`src/rtl/rf_2w2r_sb.sv`:
```
// Two-write, two-read register file with a per-entry busy scoreboard,
// optional zero register, write-to-read bypass and a sequential clear engine.
module rf_2w2r_sb #(
    parameter int DATAWIDTH = 64,
    parameter int ADDRWIDTH = 3,
    parameter int ZERO_REG  = 1,
    parameter int BYPASS    = 1
) (
    input  logic                 clk,
    input  logic                 rst,
    input  logic [ADDRWIDTH-1:0] raddr1,
    input  logic [ADDRWIDTH-1:0] raddr2,
    output logic [DATAWIDTH-1:0] rdata1,
    output logic [DATAWIDTH-1:0] rdata2,
    output logic                 rbusy1,
    output logic                 rbusy2,
    input  logic                 wen0,
    input  logic [ADDRWIDTH-1:0] waddr0,
    input  logic [DATAWIDTH-1:0] wdata0,
    input  logic                 wen1,
    input  logic [ADDRWIDTH-1:0] waddr1,
    input  logic [DATAWIDTH-1:0] wdata1,
    input  logic                 set_busy,
    input  logic [ADDRWIDTH-1:0] busy_addr,
    input  logic                 clr_all,
    output logic                 init_busy,
    output logic                 wr_conflict
);

    localparam int RFDEPTH = 1 << ADDRWIDTH;
    localparam logic [ADDRWIDTH-1:0] LAST_ADDR = ADDRWIDTH'(RFDEPTH - 1);

    typedef enum logic {IDLE, CLEAR} state_t;

    state_t               state_q, state_d;
    logic [ADDRWIDTH-1:0] cnt_q, cnt_d;
    logic [DATAWIDTH-1:0] mem_q [RFDEPTH];
    logic [DATAWIDTH-1:0] mem_d [RFDEPTH];
    logic [RFDEPTH-1:0]   busy_q, busy_d;
    logic                 wr_conflict_q, wr_conflict_d;
    logic                 clearing;
    logic                 we0, we1, sb_en;

    function automatic logic is_zero_reg(input logic [ADDRWIDTH-1:0] a);
        return (ZERO_REG != 0) && (a == '0);
    endfunction

    // Read mux: zero register first, then bypass (port 1 wins), then storage.
    function automatic logic [DATAWIDTH-1:0] read_sel(
        input logic [ADDRWIDTH-1:0] ra,
        input logic [DATAWIDTH-1:0] stored,
        input logic                 w0,
        input logic [ADDRWIDTH-1:0] a0,
        input logic [DATAWIDTH-1:0] d0,
        input logic                 w1,
        input logic [ADDRWIDTH-1:0] a1,
        input logic [DATAWIDTH-1:0] d1
    );
        if (is_zero_reg(ra))
            return '0;
        if ((BYPASS != 0) && w1 && (a1 == ra))
            return d1;
        if ((BYPASS != 0) && w0 && (a0 == ra))
            return d0;
        return stored;
    endfunction

    always_ff @(posedge clk or posedge rst) begin
        if (rst) begin
            state_q <= IDLE;
            cnt_q   <= '0;
        end else begin
            state_q <= state_d;
            cnt_q   <= cnt_d;
        end
    end

    always_comb begin
        state_d = state_q;
        cnt_d   = cnt_q;
        case (state_q)
            IDLE: begin
                if (clr_all) begin
                    state_d = CLEAR;
                    cnt_d   = '0;
                end
            end
            CLEAR: begin
                cnt_d = cnt_q + 1'b1;
                if (cnt_q == LAST_ADDR)
                    state_d = IDLE;
            end
            default: state_d = IDLE;
        endcase
    end

    always_comb begin
        clearing  = (state_q == CLEAR);
        init_busy = clearing;
    end

    // Effective write/set strobes: suppressed while clearing and for the zero register.
    always_comb begin
        we0   = wen0 && !clearing && !is_zero_reg(waddr0);
        we1   = wen1 && !clearing && !is_zero_reg(waddr1);
        sb_en = set_busy && !clearing && !is_zero_reg(busy_addr);
    end

    always_comb begin
        mem_d         = mem_q;
        busy_d        = busy_q;
        wr_conflict_d = we0 && we1 && (waddr0 == waddr1);
        if (clearing) begin
            mem_d[cnt_q]  = '0;
            busy_d[cnt_q] = 1'b0;
        end else begin
            if (we0) begin
                mem_d[waddr0]  = wdata0;
                busy_d[waddr0] = 1'b0;
            end
            if (we1) begin
                mem_d[waddr1]  = wdata1;
                busy_d[waddr1] = 1'b0;
            end
            if (sb_en)
                busy_d[busy_addr] = 1'b1;
        end
    end

    always_ff @(posedge clk or posedge rst) begin
        if (rst) begin
            for (int i = 0; i < RFDEPTH; i++)
                mem_q[i] <= '0;
            busy_q        <= '0;
            wr_conflict_q <= 1'b0;
        end else begin
            mem_q         <= mem_d;
            busy_q        <= busy_d;
            wr_conflict_q <= wr_conflict_d;
        end
    end

    always_comb begin
        rdata1      = read_sel(raddr1, mem_q[raddr1], we0, waddr0, wdata0, we1, waddr1, wdata1);
        rdata2      = read_sel(raddr2, mem_q[raddr2], we0, waddr0, wdata0, we1, waddr1, wdata1);
        rbusy1      = busy_q[raddr1];
        rbusy2      = busy_q[raddr2];
        wr_conflict = wr_conflict_q;
    end

endmodule
```
`config.mk`:
```
export PLATFORM = sky130hd
export DESIGN_NAME = rf_2w2r_sb
export DESIGN_NICKNAME = d
export VERILOG_FILES = /design/src/rtl/rf_2w2r_sb.sv
export SDC_FILE = /design/constraint.sdc
export NUM_CORES = 2
export LEC_CHECK = 0
export BUFFER_PORTS_ARGS = -buffer_cell sky130_fd_sc_hd__buf_4
export CAP_MARGIN = 30
export CELL_PAD_IN_SITES_DETAIL_PLACEMENT = 0
export CELL_PAD_IN_SITES_GLOBAL_PLACEMENT = 2
export CORE_ASPECT_RATIO = 0.8
export CORE_MARGIN = 8
export CORE_UTILIZATION = 38
export DETAILED_ROUTE_END_ITERATION = 8
export PLACE_DENSITY = 0.83
export REMOVE_ABC_BUFFERS = 1
export SYNTH_ARGS = -nofsm -noshare
export SYNTH_HDL_FRONTEND = slang
export SYNTH_SLANG_ARGS = --single-unit
export TNS_END_PERCENT = 50
```
`constraint.sdc`:
```
create_clock -name clk -period 16 [get_ports clk]
set_input_delay 0.8 -clock clk [delete_from_list [all_inputs] [get_ports clk]]
set_output_delay 0.8 -clock clk [all_outputs]
set_load 0.1 [all_outputs]
```
==> flow_metrics.tcl <==
set metrics [dict create \
    clk_path_buf_depth 3 \
    synth_cells 4228 \
    synth-seq-cells 461 \
    pre_cts_ws_ns 10.23 \
    leakage_nw 19.5 \
    finalCriticalPeriod_ns 5.88 \
    area_delta_synth_final_pct 11.2 \
    grt_pass1_vias 33400 \
    multi_input_area_um2 22900 \
    async_flop_share 1.00 \
    post-route-drc-count 0 \
    grt_pass1_wl_mm 238 \
    cts_buffers 54 \
    post_cts_buffers 0 \
    drive_above_1_share 0.134 \
    cp-start-kind "input pin" \
    synth_top_family_by_area "compound AO/OA/AOI/OAI gates" \
    ctsHtreeMaxLevel 2 \
    final_util 0.424 \
    maxSlewHeadroom 0.183 \
    min_path_type "in2async" \
    synth.area.mux_share 0.250 \
    use_met1 0.422 \
    rrSetupSlack_ns 12.28 \
    netlist_area_um2 36600 \
    rows 102 \
    synth-edff-count 0 \
    top_usage_layer "met2" \
    path_class "in2out" \
    synth_cell_types 47 \
    synthXorXnorAreaFrac 0.00359 \
    drtIter0Drc 3811 \
    setup_violations 0 \
    drv_slew 0 \
    port-buffer-count 280 \
    wire_per_inst_um 30.0 \
    worstMarginPinSlew_ns 1.23 \
    die_area_um2 107000 \
    finalCritPeriodShare 0.367 \
    cp.arrival_ns 5.08 \
    ir_drop_mv 0.210 \
    synth_warnings 0 \
    synthSimpleGateAreaFrac 0.0835 \
    hold_viol_final 0 \
    crit_fanout 53 \
    clk_pin_slew_worst_paths_ns 0.06 \
    use_met3 0.0422 \
    max_cap_violations 0 \
    grt_antenna_before_repair 4 \
    io_pins 281 \
    fin_skew_ns 0.0290 \
    status "finished, final reports clean" \
    num_vias 35000 \
    synthAdderAreaFrac 0.000683 \
    max_freq_ghz 0.170 \
    worstSkewPairLatency_ns 0.65 \
    synthFlopType "dfrtp_1" \
    hold_buffers 0 \
    layout_commonest_cell "mux2i_1" \
    critPathRequiredTime_ns 15.20 \
    mostFrequentLayoutCells "mux2i_1 (832), dfrtp_1 (460), nor2_1 (391)" \
    ant_nets 0 \
    core-area_um2 96100 \
    final-seq-area_um2 11500 \
    dr.pass1.iters 6 \
    synth_compound_area_frac 0.281 \
    yosysSeqAreaShare 0.315 \
    fillers 9571 \
    p_per_area_nw_per_um2 149 \
    ff2ff_path_depth 4 \
    overflow 0 \
    grt_max_degree 201 \
    die_y_um 294 \
    cts_root_buf "clkbuf_16" \
    cts.sinks 461 \
    grt.total_usage 0.290 \
    viasPerCell 6.45 \
    cts_tree "yes" \
    post_cts_resized 0 \
    use_met2 0.446 \
    finalWirelength_mm 162 \
    start_util 0.381 \
    fin_tns_setup_ns 0 \
    die_w_um 363 \
    place.gp.congestion 0.793 \
    endpoint_kind "output pin" \
    nets 4219 \
    hpwl_mm 89.9 \
    fin_ws_ns 10.12 \
    syn_avg_cell_area_um2 8.66 \
    rsz0062_at_grt "no" \
]
power breakdown:
group	total, mW	internal, mW	switching (mW)
registers	1.82	1.46	0.355
logic	2.96	0.902	2.06
clock network	1.29	0.716	0.572
flip-flops by register name, indices dropped and copies added (netlist names):
signal       cells
busy_q           8
cnt_q            3
init_busy        1
mem_q          448
wr_conflict      1
critical path: stages:
cell and delay (ns):
buf_4 0.34, buf_4 0.47, buf_4 0.74, xor2_1 0.19, nor3_2 0.33, buf_4 0.28
buf_4 0.85, a211o_1 0.24, o211ai_1 0.08, a21oi_1 0.32, buf_4 0.36
logic make-up (layout without fill, tap and decap cells):
kind of cell,count (synthesis),after routing
compound gates,1498,1498
xor+xnor,15,15
fa+ha+maj,2,2
buf+inv,577,462
flops,461,461
mux,902,902
other cells,0,2
simple gates,773,773
cells in the mapped netlist, drive strengths merged (66+ instances only):
library cell,count,share of area
a211o,128,0.031
a211oi,128,0.026
a21oi,385,0.053
a22o,385,0.092
buf,175,0.025
clkbuf,398,0.041
dfrtp,461,0.31
mux2,66,0.020
mux2i,832,0.23
nand2,338,0.035
nor2,392,0.040
o211ai,128,0.026
o21ai,198,0.027
o22ai,129,0.022
path summary, 6_finish.rpt:
path / from / endpoint
max: raddr2[1] / rdata2[47]
min: rst / mem_q[127]$_DFF_PP0_
max reg2reg: init_busy$_DFF_PP0_ / mem_q[203]$_DFF_PP0_
min reg2reg: mem_q[68]$_DFF_PP0_ / mem_q[68]$_DFF_PP0_
max in group asynchronous: rst / mem_q[375]$_DFF_PP0_
min in group clk: clr_all / cnt_q[2]$_DFFE_PP0P_
metrics by stage:
| stage | std cells | area [um2] | power (mW) | hold WS [ns] |
|---|---|---|---|---|
| 3_5_place_dp | 5310 | 38900 | 4.74 | 0.513 |
| 5_1_grt | 5415 | 40700 | 6.31 | 0.340 |
| 2_1_floorplan | 3655 | 34200 | 3.67 | 0.477 |
| 4_1_cts | 5411 | 40700 | 6.02 | 0.322 |
| 3_3_place_gp | 5305 | 38800 | 4.69 | 0.503 |
| 6_report | 5415 | 40700 | 6.06 | 0.301 |
layout make-up:
cell class	instances	area share
clock inverters	18	0.00390
clock buffers	83	0.0390
well taps	1300	0.0399
repair buffers	357	0.0711
inverters	4	0.000737
multi-input cells	3190	0.562
diodes	2	0.000123
flip-flops and latches	461	0.283
metal layers:
metal  vias to the layer above  part of all wire
met5                         -           0.00021
met4                         4             0.029
met1                     17600              0.46
met3                       298             0.076
met2                      1696              0.44
li1                      15400                 -
Note: power is estimated with default switching activity, not from simulation.
